<file path="config.mk">
export PLATFORM = sky130hd
export DESIGN_NAME = mix_columns_seq
export DESIGN_NICKNAME = d
export VERILOG_FILES = /design/src/rtl/mix_columns_seq.sv
export SDC_FILE = /design/constraint.sdc
export NUM_CORES = 1
export LEC_CHECK = 0
export CORE_AREA = 2 2 162 164
export DETAILED_ROUTE_END_ITERATION = 6
export DIE_AREA = 0 0 164 166
export GPL_TIMING_DRIVEN = 1
export PLACE_DENSITY = 0.73
export SLEW_MARGIN = 25
export SYNTH_ARGS = -nofsm -noshare
export SYNTH_HDL_FRONTEND = slang
export SYNTH_SLANG_ARGS = --single-unit
</file>
<file path="constraint.sdc">
create_clock -name clk -period 3.4 [get_ports clk]
set_input_delay 0.51 -clock clk [delete_from_list [all_inputs] [get_ports clk]]
set_output_delay 0.51 -clock clk [all_outputs]
set_load 0.01 [all_outputs]
</file>
<file path="src/rtl/mix_columns_seq.sv">
// -----------------------------------------------------------------------------
// mix_columns_seq
//
// Forward AES MixColumns engine for the encryption datapath. A 128-bit state
// is accepted over a valid/ready handshake, transformed in place a group of
// COLS_PER_CYCLE columns per clock, and presented on a held valid/ready
// output. A per-transaction bypass flag skips the transform for the final
// AES round, which has no MixColumns step.
//
// Parameters
//   COLS_PER_CYCLE : columns transformed per BUSY cycle (1, 2 or 4)
//
// Ports
//   clk        in   1    rising-edge clock
//   rst        in   1    synchronous active-high reset
//   in_valid   in   1    input state valid
//   in_ready   out  1    block can accept a state (FSM in IDLE)
//   in_state   in   128  state; column c = bits [127-32c -: 32],
//                        byte 0 of a column in its MSBs
//   in_bypass  in   1    sampled with in_state; 1 = skip MixColumns
//   out_valid  out  1    result valid (FSM in DONE)
//   out_ready  in   1    downstream accepts result
//   out_state  out  128  transformed state, same packing as in_state
//   busy       out  1    high in BUSY or DONE
//
// Handshake rules (both ports): a transfer happens on a rising edge where
// valid and ready are both high. A producer holding valid keeps its data
// stable until the transfer; ready never depends combinationally on valid.
// Here in_ready and out_valid are pure decodes of the registered FSM state.
// -----------------------------------------------------------------------------
module mix_columns_seq #(
  parameter int COLS_PER_CYCLE = 1
) (
  input  logic         clk,
  input  logic         rst,
  input  logic         in_valid,
  output logic         in_ready,
  input  logic [127:0] in_state,
  input  logic         in_bypass,
  output logic         out_valid,
  input  logic         out_ready,
  output logic [127:0] out_state,
  output logic         busy
);

  // ---------------------------------------------------------------------------
  // Parameter legality: only groupings that tile the four columns exactly.
  // ---------------------------------------------------------------------------
  if (!(COLS_PER_CYCLE == 1 || COLS_PER_CYCLE == 2 || COLS_PER_CYCLE == 4))
  begin : g_bad_cols_per_cycle
    $error("mix_columns_seq: COLS_PER_CYCLE must be 1, 2 or 4");
  end

  // Group width held in 3 bits so col_cnt + STEP can reach 4 without wrapping.
  localparam logic [2:0] STEP = 3'(COLS_PER_CYCLE);

  // ---------------------------------------------------------------------------
  // FSM encoding
  // ---------------------------------------------------------------------------
  typedef enum logic [1:0] {
    S_IDLE = 2'd0,
    S_BUSY = 2'd1,
    S_DONE = 2'd2
  } state_e;

  state_e       state_q;
  state_e       state_d;
  logic [1:0]   col_cnt_q;
  logic [1:0]   col_cnt_d;
  logic [127:0] data_q;
  logic [127:0] data_d;

  // ---------------------------------------------------------------------------
  // GF(2^8) helpers, reduction polynomial 0x11B.
  // ---------------------------------------------------------------------------
  // Multiply by 2: shift left, fold the dropped MSB back in as 0x1B.
  function automatic logic [7:0] xtime(input logic [7:0] x);
    return {x[6:0], 1'b0} ^ (x[7] ? 8'h1b : 8'h00);
  endfunction

  // Multiply by 3 as 2x ^ x.
  function automatic logic [7:0] mul3(input logic [7:0] x);
    return xtime(x) ^ x;
  endfunction

  // One column: a0 (MSB byte) .. a3 (LSB byte) -> b0 .. b3.
  function automatic logic [31:0] mix_column(input logic [31:0] col);
    logic [7:0] a0, a1, a2, a3;
    logic [7:0] b0, b1, b2, b3;
    a0 = col[31:24];
    a1 = col[23:16];
    a2 = col[15:8];
    a3 = col[7:0];
    b0 = xtime(a0) ^ mul3(a1)  ^ a2         ^ a3;
    b1 = a0        ^ xtime(a1) ^ mul3(a2)   ^ a3;
    b2 = a0        ^ a1        ^ xtime(a2)  ^ mul3(a3);
    b3 = mul3(a0)  ^ a1        ^ a2         ^ xtime(a3);
    return {b0, b1, b2, b3};
  endfunction

  // ---------------------------------------------------------------------------
  // Column datapath. All four column results are formed from the working
  // register; the select mask below decides which ones are written back, so
  // columns outside the current group keep their present contents.
  // ---------------------------------------------------------------------------
  logic [127:0] mixed_all;

  for (genvar c = 0; c < 4; c++) begin : g_col
    assign mixed_all[127-32*c -: 32] = mix_column(data_q[127-32*c -: 32]);
  end

  logic [2:0] cnt_next;
  logic [3:0] col_sel;

  assign cnt_next = {1'b0, col_cnt_q} + STEP;

  always_comb begin
    col_sel = '0;
    for (int c = 0; c < 4; c++) begin
      col_sel[c] = (3'(c) >= {1'b0, col_cnt_q}) && (3'(c) < cnt_next);
    end
  end

  // ---------------------------------------------------------------------------
  // FSM state register and working register
  // ---------------------------------------------------------------------------
  always_ff @(posedge clk) begin
    if (rst) begin
      state_q   <= S_IDLE;
      col_cnt_q <= 2'd0;
      data_q    <= '0;
    end else begin
      state_q   <= state_d;
      col_cnt_q <= col_cnt_d;
      data_q    <= data_d;
    end
  end

  // ---------------------------------------------------------------------------
  // Next-state and datapath control
  // ---------------------------------------------------------------------------
  always_comb begin
    state_d   = state_q;
    col_cnt_d = col_cnt_q;
    data_d    = data_q;

    unique case (state_q)
      S_IDLE: begin
        if (in_valid) begin
          data_d    = in_state;
          col_cnt_d = 2'd0;
          // Bypass is resolved at capture: the state goes straight to DONE
          // untouched, so the flag itself never needs to be stored.
          state_d   = in_bypass ? S_DONE : S_BUSY;
        end
      end

      S_BUSY: begin
        for (int c = 0; c < 4; c++) begin
          if (col_sel[c]) begin
            data_d[127-32*c -: 32] = mixed_all[127-32*c -: 32];
          end
        end
        if (cnt_next == 3'd4) begin
          state_d   = S_DONE;
          col_cnt_d = 2'd0;
        end else begin
          col_cnt_d = cnt_next[1:0];
        end
      end

      S_DONE: begin
        // in_ready is low here, so a same-cycle in_valid is left pending and
        // is picked up from IDLE on the following edge.
        if (out_ready) begin
          state_d = S_IDLE;
        end
      end

      default: begin
        state_d   = S_IDLE;
        col_cnt_d = 2'd0;
      end
    endcase
  end

  // ---------------------------------------------------------------------------
  // Outputs: decoded from registered state only
  // ---------------------------------------------------------------------------
  assign in_ready  = (state_q == S_IDLE);
  assign out_valid = (state_q == S_DONE);
  assign busy      = (state_q == S_BUSY) || (state_q == S_DONE);
  assign out_state = data_q;

endmodule

</file>
==> flow_metrics.py, run 1 <==
metrics = {
    "yosys": {
        "synthTopCellsByArea": "dfxtp_1 23%, xnor2_1 14%, xnor3_1 9.3%",
        "syn-num-nets": 1355,
        "netlist_instances": 1214,
        "synth_warnings": 0,
        "syn_area_um2": 11300,
        "ys_types": 37,
        "yosysSeqAreaShare": 0.233,
        "synth_seq_cells": 132,
        "yosysTopAreaCellShare": 0.233,
        "yosysTopAreaCell": "dfxtp_1",
        "postSynthAreaPerCell_um2": 9.34,
    },
    "power": {
        "irDropWorstVdd_v": 0.000490,
        "seq_power_share": 0.210,
        "p_clk_frac": 0.121,
        "p_leak_nw": 5.66,
        "p_sw_frac": 0.412,
        "power.switching_mw": 6.50,
        "p_int_mw": 9.28,
        "power_density_nw_per_um2": 1080,
        "comb_power_share": 0.669,
        "total_power_mw": 15.8,
    },
    "floorplan": {
        "fp.coreArea_um2": 25600,
        "die_h_um": 166,
        "die_w_um": 164,
        "rows": 59,
        "num_io_pins": 264,
        "initial_core_util": 0.443,
        "die_area_um2": 27200,
    },
    "critical_path": {
        "critical-path-max-stage-delay_ns": 0.60,
        "worstPathRequired_ns": 2.89,
        "worst_path_max_delay_cell": "clkdlybuf4s50_1",
        "worstPathMaxFanout": 26,
        "arrival_ns": 1.97,
        "cp-start-kind": "flop",
        "end_kind": "primary output",
        "rrSetupSlack_ns": 1.36,
        "crit_type": "reg -> out",
        "crit_path_cell_trace": "inv_1 -> ha_2 -> buf_4 -> clkdlybuf4s50_1",
    },
    "detailed_routing": {
        "routed_via_density": 5.32,
        "wirelength_um": 31000,
        "dr.first_iter.drc_count": 695,
        "dr.pass1.iters": 5,
        "avgRoutedWirePerCell_um": 17.9,
        "ant_nets": 0,
        "vias": 9205,
        "drcViolationCount": 0,
    },
    "sta": {
        "max_freq_mhz": 402,
        "setup_violations": 0,
        "fin_setup_tns_ns": 0,
        "finalCriticalPeriod_ns": 2.48,
        "final-hold-violation-count": 0,
        "hold_ws_ns": 0.516,
        "relSlewSlack": 0.430,
        "finalWorstSetupSlack_ns": 0.915,
        "fin_crit_sh": 0.731,
        "finClkSkew_ns": 0.0164,
        "final_max_slew_viol_count": 0,
        "rsz0062_at_grt": "false",
        "worst_slew_pin_slew_ns": 0.849,
    },
    "finish": {
        "num_antenna_cells": 0,
        "nets": 1522,
        "seqCellArea_um2": 2640,
        "nFillCells": 2212,
        "postLayoutCellArea_um2": 14600,
        "final_cells": 1729,
        "area_growth_pct": 28.7,
        "multi_input_area_um2": 8120,
        "finish.utilization": 0.570,
        "drive_gt1_frac": 0.0947,
    },
    "clock_tree": {
        "postCtsResizedCells": 0,
        "cts_max_level": 4,
        "numCtsBuffers": 17,
        "clock-sinks": 132,
        "hold_buffers": 0,
        "clockRootBuffer": "clkbuf_16",
        "clock_latency_ns": 0.43,
        "cts.clk_slew.worst_paths_ns": 0.06,
        "cts_buffer_depth": 2,
        "cts_tree": "yes",
        "cts_setup_buffers": 0,
    },
    "grt": {
        "grt_pass1_vias": 9106,
        "grt_pass1_wl_um": 49300,
        "antenna_found_initial": 0,
        "grt_max_degree": 69,
        "grt_overflow": 0,
        "track_usage": 0.226,
    },
    "placed_design": {
        "pre_cts_ws_ns": 1.17,
        "place_inst": 1697,
        "gp_congestion": 0.816,
        "dp.final_hpwl_um": 22300,
        "io_buffers": 263,
        "placed_cell_area_um2": 14000,
    },
    "hold_path": {
        "hold_path.class": "reg -> reg",
    },
    "status": {
        "outcome": "finished clean",
    },
    "run": {
        "cap_viol_max_count": 0,
    },
}
-- logic make-up after synthesis --
logic type / after synthesis / share of synthesized area
XOR/XNOR: 348 / 0.372
AND/OR/NAND/NOR: 270 / 0.114
AO/OA/AOI/OAI: 234 / 0.145
buffers and inverters: 142 / 0.0543
flip-flops: 132 / 0.233
multiplexers: 80 / 0.0719
adder cells (fa/ha/maj): 8 / 0.00883
-- per-layer routing --
layer,share of wire,global-route usage,up-vias
met5,0,0,-
met2,0.48,0.365,291
met3,0.062,0.0512,30
met4,0.014,0.0511,0
li1,-,-,4531
met1,0.45,0.308,4353
-- layout by cell type (no fill, tap or decap), types with 50 or more instances in the layout --
| cell | instances |
|---|---|
| dfxtp_1 | 132 |
| xnor2_1 | 177 |
| xor2_1 | 82 |
| nand2_1 | 70 |
| mux2i_1 | 70 |
| nor2_1 | 135 |
| a211oi_1 | 71 |
| clkdlybuf4s50_1 | 261 |
| o21ai_0 | 50 |
-- layout make-up --
| cell class | instances | area share |
|---|---|---|
| clock buffers | 21 | 0.0329 |
| clock inverters | 11 | 0.00849 |
| well taps | 335 | 0.0287 |
| flip-flops and latches | 132 | 0.181 |
| multi-input cells | 940 | 0.556 |
| repair buffers | 280 | 0.190 |
| inverters | 10 | 0.00257 |
-- flip-flops by register name (all words and copies together), names as in the netlist --
register	cells
col_cnt_q	2
out_state	128
state_q	2
-- worst max-delay path: cells and delay by family, from the launching register on --
kind | cells | cell delay (ns)
buf+inv | 3 | 1.00
flops | 1 | 0.35
fa+ha+maj | 1 | 0.21
-- final timing paths --
check             cells past startpoint              to  startpoint
setup reg to reg                      7  out_state[107]  state_q[1]
hold / removal                        2      state_q[1]  state_q[1]
hold reg to reg                       2      state_q[1]  state_q[1]
setup / recovery                      4        in_ready  state_q[0]
-- power by group through the flow --
stage | registers (mW) | clock network [mW] | logic, mW
final | 3.31 | 1.90 | 10.6
after global routing | 3.44 | 2.00 | 11.5
after CTS | 3.31 | 1.93 | 10.7
after detailed placement | 3.34 | 0 | 10.6
after global placement | 3.33 | 0 | 10.4
after floorplan | 2.91 | 0 | 8.41
-- synth_stat cells, drive strengths merged --
| master | count |
|---|---|
| o21ai | 50 |
| a41oi | 2 |
| or3b | 47 |
| inv | 10 |
| a311oi | 10 |
| ha | 8 |
| xor2 | 82 |
| nand3 | 2 |
| buf | 36 |
| a31oi | 47 |
| mux2i | 71 |
| o21a | 1 |
| or2 | 1 |
| xor3 | 28 |
| nand2 | 70 |
| nand2b | 4 |
| nand3b | 5 |
| a211oi | 71 |
| a21oi | 6 |
| nor2 | 135 |
| nor2b | 4 |
| nor3 | 2 |
| clkbuf | 96 |
| mux2 | 9 |
| dfxtp | 132 |
| xnor2 | 191 |
| xnor3 | 47 |
| a211o | 47 |
No activity file was read; power rests on OpenSTA's default activity.
==> run 2: changes to the inputs <==
--- a/config.mk
+++ b/config.mk
@@ -9,7 +9,7 @@
 export DETAILED_ROUTE_END_ITERATION = 6
 export DIE_AREA = 0 0 164 166
 export GPL_TIMING_DRIVEN = 1
-export PLACE_DENSITY = 0.73
+export PLACE_DENSITY = 0.75
 export SLEW_MARGIN = 25
 export SYNTH_ARGS = -nofsm -noshare
 export SYNTH_HDL_FRONTEND = slang
==> constraint.sdc (replaced) <==
create_clock -name clk -period 2.2 [get_ports clk]
set_input_delay 0.33 -clock clk [delete_from_list [all_inputs] [get_ports clk]]
set_output_delay 0.33 -clock clk [all_outputs]
set_load 0.01 [all_outputs]
==> run 2 against run 1 <==
Effect of this change: critical endpoint is now busy; die area is the same; critical path depth is 1 lower; global-route usage grew 0.55 points; non-clock buffer count is 9 higher; sequential share of layout area decreased by 0.31 points; register-to-register slack got worse by 1.3 ns; total power up 59%; critical path type unchanged; sequential cell count unchanged; largest power group unchanged; worst setup slack got worse by 0.83 ns; combinational power rose by 58%; routed wire length is 1.5% higher.
==> flow_metrics.py, run 2 (synthesis gave the netlist of run 1 again) <==
metrics = {
    "finish": {
        "drive_gt1_frac": 0.0991,
        "largest_register_ffs": 128,
        "nFillCells": 2207,
        "area_growth_pct": 31.0,
        "final_cell_mix": "261 x clkdlybuf4s50_1, 177 x xnor2_1, 135 x nor2_1, 132 x dfxtp_1, 82 x xor2_1",
        "num_antenna_cells": 0,
        "nets": 1531,
        "layout_commonest_cell": "clkdlybuf4s50_1",
    },
    "detailed_routing": {
        "avgRoutedWirePerCell_um": 18.1,
        "ant_nets": 0,
        "routed_via_density": 5.41,
        "vias": 9411,
        "drcViolationCount": 0,
        "wirelength_um": 31500,
        "dr.first_iter.drc_count": 521,
        "dr.pass1.iters": 5,
    },
    "clock_tree": {
        "cts.clk_slew.worst_paths_ns": 0.06,
        "cts_buffer_depth": 2,
        "clock_latency_ns": 0.42,
        "cts_max_level": 4,
        "numCtsBuffers": 17,
        "cts_tree": "yes",
        "clockRootBuffer": "clkbuf_16",
        "clock-sinks": 132,
    },
    "sta": {
        "worst_slew_pin_slew_ns": 0.867,
        "finClkSkew_ns": 0.0122,
        "finalCriticalPeriod_ns": 2.12,
        "final_max_slew_viol_count": 0,
        "max_freq_mhz": 473,
        "fin_setup_tns_ns": 0,
        "setup_violations": 0,
        "rsz0062_at_grt": "false",
        "final-hold-violation-count": 0,
        "relSlewSlack": 0.418,
        "fin_crit_sh": 0.962,
        "hold_ws_ns": 0.233,
    },
    "critical_path": {
        "cp.buffers_inverters": 2,
        "arrival_ns": 1.79,
        "worstPathRequired_ns": 1.87,
        "worstPathMaxFanout": 3,
        "end_kind": "primary output",
        "cp-start-kind": "flop",
        "crit_type": "reg -> out",
        "crit_path_cell_trace": "inv_1 -> ha_4 -> clkdlybuf4s50_1",
        "critical-path-max-stage-delay_ns": 0.56,
        "cpLargestDelayFamily": "buffers and inverters",
        "worst_path_max_delay_cell": "clkdlybuf4s50_1",
    },
    "hold_path": {
        "hold_path.class": "in -> reg",
    },
    "grt": {
        "grt_pass1_vias": 9465,
        "grt_max_degree": 69,
        "track_usage": 0.232,
        "antenna_found_initial": 0,
        "grt_pass1_wl_um": 50600,
        "grt_overflow": 0,
    },
    "floorplan": {
        "fp.coreArea_um2": 25600,
        "initial_core_util": 0.443,
        "die_h_um": 166,
        "num_io_pins": 264,
        "die_w_um": 164,
        "die_area_um2": 27200,
        "rows": 59,
    },
    "placed_design": {
        "io_buffers": 263,
        "dp.final_hpwl_um": 22600,
        "gp_congestion": 0.836,
    },
    "status": {
        "outcome": "finished clean",
    },
    "power": {
        "power_density_nw_per_um2": 1690,
        "p_leak_nw": 5.78,
        "irDropWorstVdd_v": 0.000792,
    },
    "run": {
        "cap_viol_max_count": 0,
    },
}
-- run 2: worst register-to-register path, cell delays in order (launching register included) --
cell,delay [ns]
dfxtp_1,0.35
inv_1,0.16
ha_4,0.18
buf_4,0.15
buf_4,0.29
mux2_2,0.37
nor2_1,0.07
a211o_1,0.29
a31oi_1,0.17
-- run 2: cell type report --
class / instances / area [um2] / share of cell area
inverter: 10 / 37.5 / 0.00253
multi-input combinational: 940 / 8120 / 0.547
sequential: 132 / 2640 / 0.178
clock buffer: 21 / 460 / 0.0310
tap: 335 / 419 / 0.0282
clock inverter: 11 / 199 / 0.0134
timing repair buffer: 289 / 2970 / 0.200
-- run 2: power by group --
| group | switching [mW] | internal (mW) | leakage [nW] | total (mW) |
|---|---|---|---|---|
| Clock | 1.17 | 2.08 | 0.310 | 3.25 |
| Sequential | 1.86 | 3.24 | 1.09 | 5.11 |
| Combinational | 7.15 | 9.57 | 4.37 | 16.7 |
| Total | 10.2 | 14.9 | 5.78 | 25.1 |
-- run 2: worst paths after layout --
check | from | cells past startpoint | to | slack (ns)
worst max-delay path | state_q[0] | 3 | busy | 0.08
worst min-delay path | rst | 3 | out_state[68] | 0.23
worst max register to register | state_q[0] | 8 | out_state[108] | 0.11
worst min register to register | state_q[1] | 2 | state_q[1] | 0.52
-- run 2: timing repair --
| item | in CTS | in global routing |
|---|---|---|
| gates cloned | 1 | 0 |
| endpoints found under the setup margin | 1 | 2 |
| buffers inserted | 2 | 0 |
| pin swaps | 0 | 0 |
| resized for setup | 1 | 1 |
| hold buffers | 0 | 0 |
-- run 2: routing by layer --
layer / part of all wire / vias to the layer above / track usage
met5: 0 / - / 0
met4: 0.018 / 0 / 0.0660
met3: 0.057 / 42 / 0.0470
met2: 0.48 / 267 / 0.382
met1: 0.45 / 4547 / 0.307
li1: - / 4555 / -
-- run 2: metrics by stage --
stage | setup WS (ns) | util | power (mW) | instances | area, um2
global route | 0.0000833 | 0.580 | 26.9 | 1738 | 14900
detailed placement | 0.186 | 0.552 | 21.8 | 1703 | 14100
CTS | 0.0595 | 0.580 | 25.2 | 1738 | 14800
finish | 0.0840 | 0.580 | 25.1 | 1738 | 14900
floorplan | 0.424 | - | 17.5 | 1214 | 11300
global placement | 0.296 | 0.552 | 21.4 | 1703 | 14100
==> patch 1: new RTL, flow settings as in run 2 <==
Take the reset off `data_q` and load it in a clocked block of its own.
--- a/src/rtl/mix_columns_seq.sv
+++ b/src/rtl/mix_columns_seq.sv
@@ -128,12 +128,14 @@
     if (rst) begin
       state_q   <= S_IDLE;
       col_cnt_q <= 2'd0;
-      data_q    <= '0;
     end else begin
       state_q   <= state_d;
       col_cnt_q <= col_cnt_d;
-      data_q    <= data_d;
     end
+  end
+
+  always_ff @(posedge clk) begin
+    data_q <= data_d;
   end
 
   // ---------------------------------------------------------------------------
Behaviour: not the same (Yosys sat finds a counterexample within 4 cycles, from zero or initial values and one cycle with rst high).
==> patch 1 against run 2 <==
Synthesized area fell by 4.2%. Via count fell by 33%. Sequential cell count did not move. Design area fell by 1.3%. Sequential share of layout area rose by 9.0 points. Power rose by 15%. Count of clock-buffer cells in the layout fell by 4. Wire length fell by 19%. Worst setup slack improved by 0.0091 ns. Clock power fell by 2%. Largest cell class unchanged. Largest power group unchanged.
==> patch 1: results (changes against run 2) <==
[clock_network]
post_cts_buffers=0  ; -2
cts.repair.resized=0  ; -1
htree_levels=4  ; unchanged

[pwr]
p_seq_share_pct=22.8  ; +2.4 points
ir_drop_v=0.000859  ; +8.4%
combPwrFrac_pct=66.2  ; -0.5 points
p_leak_nw=6.32  ; +9.4%
p_sw_share_pct=32.1  ; -8.5 points

[cells_and_area]
drive_gt1_share_pct=19.3  ; +9.4 points
fillers=1990  ; -9.8%
nets=1077  ; -30%

[synthesis]
synth_cells=674  ; -44%
synth_fa_ha_area_share_pct=0.921  ; +0.038 points
yosysUniqueCellTypes=30  ; -19%
synth_compound_area_share_pct=1.46  ; -13 points
synth_ff_type=edfxtp_1
synthXorXnorAreaFrac_pct=46.4  ; +9.1 points
synth_commonest_cells=edfxtp_1 (128), xnor3_1 (120), mux2_2 (111), xnor2_1 (86), xor2_1 (64)
muxShareOfSynthArea_pct=11.6  ; +4.4 points
ys_seq_area_share_pct=36.1  ; +13 points
syn-num-nets=815  ; -40%
synth.area.top_cells=edfxtp_1 (35%), xnor3_1 (25%), mux2_2 (12%)

[detailed_routing]
num_vias=6313  ; -33%
wl_met1_um=10700  ; -24%
wl_um=25500  ; -19%
first_pass_iters=4  ; -1
wl_met3_um=1430  ; -20%

[placement]
portBuffers=263  ; unchanged
gp_congestion=0.793  ; -5.1%
hpwl_um=19500  ; -14%

[sta]
tightest_slew_ns=0.827  ; -0.0398 ns
fin_skew_ns=0.0128  ; +0.000635 ns

[grt]
grt_pass1_vias=6764  ; -29%
grt_max_degree=54  ; -22%
track_usage_pct=19.0  ; -4.2 points
antenna_found_initial=2  ; +2

[run_status]
outcome=completed

[setup_path]
cp_max_fo=6  ; +3

## patch 1: cell type report
cell class | count | area, sq um | area share [%]
timing repair buffer | 286 | 2880 | 19.7
antenna | 2 | 5.00 | 0.0342
clock inverter | 15 | 228 | 1.55
multi-input combinational | 489 | 6730 | 46.0
clock buffer | 17 | 425 | 2.90
inverter | 10 | 37.5 | 0.256
tap | 335 | 419 | 2.86
sequential | 132 | 3920 | 26.8
## patch 1: final timing paths
check / start / end / slack, ns / cells after the start
hold / removal: col_cnt_q[1]$_SDFFE_PP0P_ / col_cnt_q[1]$_SDFFE_PP0P_ / 0.54 / 2
setup reg to reg: state_q[0]$_SDFFE_PP0P_ / out_state[10]$_DFFE_PP_ / 0.22 / 5
setup / recovery: state_q[0]$_SDFFE_PP0P_ / in_ready / 0.09 / 3
hold reg to reg: col_cnt_q[1]$_SDFFE_PP0P_ / col_cnt_q[1]$_SDFFE_PP0P_ / 0.54 / 2
## patch 1: layer usage
metal  vias up  track usage (%)
met3        31             4.05
met5         -                0
met2       204             31.8
met1      3109             24.2
li1       2969                -
met4         0             7.06
## patch 1: per-stage QoR
step | setup slack (ns) | area, sq um | power, W | utilization (%)
finish | 0.0931 | 14700 | 0.0289 | 57.2
global placement | 0.127 | 14000 | 0.0255 | 54.6
floorplan | 0.0149 | 10900 | 0.0210 | -
CTS | 0.0493 | 14600 | 0.0292 | 57.2
global route | 0.00669 | 14700 | 0.0307 | 57.2
detailed placement | 0.135 | 14000 | 0.0259 | 54.6
## patch 1: critical path, stage by stage (launching register included)
cell and delay [ns]:
dfxtp_1 0.34, inv_1 0.11, ha_1 0.26, clkdlybuf4s50_1 0.66
==> patch 2: new RTL, flow settings as in run 2 <==
Without the edit above. Re-encode `state_e` (3 states) as one-hot, 3 bits wide.
--- a/src/rtl/mix_columns_seq.sv
+++ b/src/rtl/mix_columns_seq.sv
@@ -57,10 +57,10 @@
   // ---------------------------------------------------------------------------
   // FSM encoding
   // ---------------------------------------------------------------------------
-  typedef enum logic [1:0] {
-    S_IDLE = 2'd0,
-    S_BUSY = 2'd1,
-    S_DONE = 2'd2
+  typedef enum logic [2:0] {
+    S_IDLE = 3'b001,
+    S_BUSY = 3'b010,
+    S_DONE = 3'b100
   } state_e;
 
   state_e       state_q;
Function: same outputs for any inputs over 4 cycles, from zero or initial values and one cycle with rst high; so few cycles prove little.
==> patch 2 against run 2 <==
Wire length increased by 2.7%. Critical path depth unchanged. Synthesized area decreased by 3.2%. Worst setup slack improved by 0.12 ns. Sequential cell count increased by 1. Clock skew decreased by 0.0014 ns. Design area decreased by 0.13%. Highest routed layer is now met5.
Power is not compared: it rests on default switching activity, and its combinational part moved more than twofold at a synthesized area within 25%.
==> patch 2: results (changes against run 2) <==
[detailed_routing]
top_layer=met5
wl_per_cell_um=19.6  ; +8.2%
wl_met2_um=15200  ; +1.1%
wl_met3_um=1860  ; +4.3%
vias_per_cell=5.54  ; +2.3%
wl_met1_um=14700  ; +4.7%
drtIter0Drc=718  ; +38%

[grt]
use_met2_pct=37.6  ; -0.58 points
grt_pass1_wl_um=50600  ; +0.12%
grt_pass1_vias=8954  ; -5.4%
grt_max_degree=52  ; -25%
antenna_found_initial=3  ; +3
track_usage_pct=23.6  ; +0.47 points
globalRouteMet3Util_pct=4.37  ; -0.32 points
use_met1_pct=33.2  ; +2.5 points

[placement]
placed_cell_area_sq_um=14100  ; about the same
gp_congestion=0.875  ; +4.7%
portBuffers=263  ; unchanged
hpwl_um=23100  ; +2.3%

[synthesis]
synthXorXnorAreaFrac_pct=42.9  ; +5.6 points
yosysUniqueCellTypes=48  ; +30%
synth_fa_ha_area_share_pct=0.570  ; -0.31 points
muxShareOfSynthArea_pct=0  ; -7.2 points
syn-num-nets=1212  ; -11%
ys_seq_area_share_pct=24.2  ; +0.94 points
synth_commonest_cells=dfxtp_1 (133), a21oi_1 (128), xnor3_1 (104), xnor2_1 (96), nand2_1 (95)
synth_compound_area_share_pct=22.3  ; +7.7 points
synth.area.top_cells=dfxtp_1 (24%), xnor3_1 (21%), xnor2_1 (7.7%)

[cells_and_area]
drive_gt1_share_pct=7.91  ; -2.0 points
largest_reg_flops=128  ; unchanged
nets=1440  ; -5.9%

[clock_network]
post_cts_buffers=0  ; -2
cts_buffer_depth=2  ; unchanged
cts_root_buffer=clkbuf_16
cts.reportedPaths.clkPinSlew_ns=0.06  ; about the same
htree_levels=4  ; unchanged

[setup_path]
crit_path_start=state_q[1]$_SDFFE_PP0P_
cp_slowest_cell=or3b_2
rr_startpoint=out_state[127]$_SDFFE_PP0P_
r2r-end=out_state[124]$_SDFFE_PP0P_
cp_max_fo=3  ; unchanged
path_delay_family=simple AND/OR/NAND/NOR gates
critPathMaxStageDelay_ns=0.46  ; -0.10 ns
worstRegToRegCells=4  ; -4
cp.arrival_ns=1.67  ; -0.12 ns
rrSetupSlack_ns=0.22  ; +0.11 ns
cp-endpoint=busy

[sta]
tightest_slew_ns=0.620  ; -0.248 ns
hold_viol_final=0  ; unchanged
fin_skew_ns=0.0108  ; -0.00135 ns

[pwr]
p_leak_nw=6.47

[hold_path]
holdPathEnd=state_q[0]$_SDFFE_PP1P_
worstHoldStart=rst
min_path_cells=3  ; unchanged

[run_status]
outcome=completed

-- patch 2: changes by cell type in the layout (fill, tap and decap cells not counted), sizes merged, moves of 31 or more --
| cell | before | now |
|---|---|---|
| xnor2 | 191 | 101 |
| nor2 | 135 | 27 |
| a21o | 0 | 60 |
| o21ai | 50 | 10 |
| xnor3 | 47 | 105 |
| a211o | 47 | 16 |
| or3b | 47 | 2 |
| a31oi | 47 | 1 |
| mux2i | 71 | 0 |
| a211oi | 71 | 39 |
| a21oi | 6 | 128 |
-- patch 2: cell type report --
cell class / instances / area, sq um
Clock buffer: 19 / 443
Tap cell: 335 / 419
Timing Repair Buffer: 317 / 3160
Clock inverter: 12 / 250
Fill cell: 2208 / 10800
Multi-Input combinational cell: 826 / 7870
Antenna cell: 1 / 2.50
Sequential cell: 133 / 2660
Inverter: 7 / 26.3
-- patch 2: stage by stage --
stage | std cells | worst slack, ns | hold slack, ns | utilization [%] | power [W]
3_5_place_dp | 1618 | 0.0919 | 0.539 | 55.2 | 0.00850
2_1_floorplan | 1074 | 0.275 | 0.513 | - | 0.00688
6_report | 1650 | 0.199 | 0.304 | 57.9 | 0.0119
4_1_cts | 1649 | 0.148 | 0.299 | 57.9 | 0.0120
5_1_grt | 1649 | 0.103 | 0.329 | 57.9 | 0.0125
3_3_place_gp | 1618 | 0.132 | 0.531 | 55.2 | 0.00843
-- patch 2: report_power, final --
part | leakage (nW) | internal (W) | total [W] | switching, W
clock | 0.338 | 0.00227 | 0.00344 | 0.00117
sequential | 1.09 | 0.00266 | 0.00316 | 0.000499
combinational | 5.04 | 0.00324 | 0.00532 | 0.00208
total | 6.47 | 0.00817 | 0.0119 | 0.00375
-- patch 2: what timing repair did --
action	4_1_cts	5_1_grt
hold buffers	0	0
resized for setup	2	0
endpoints found under the setup margin	2	0
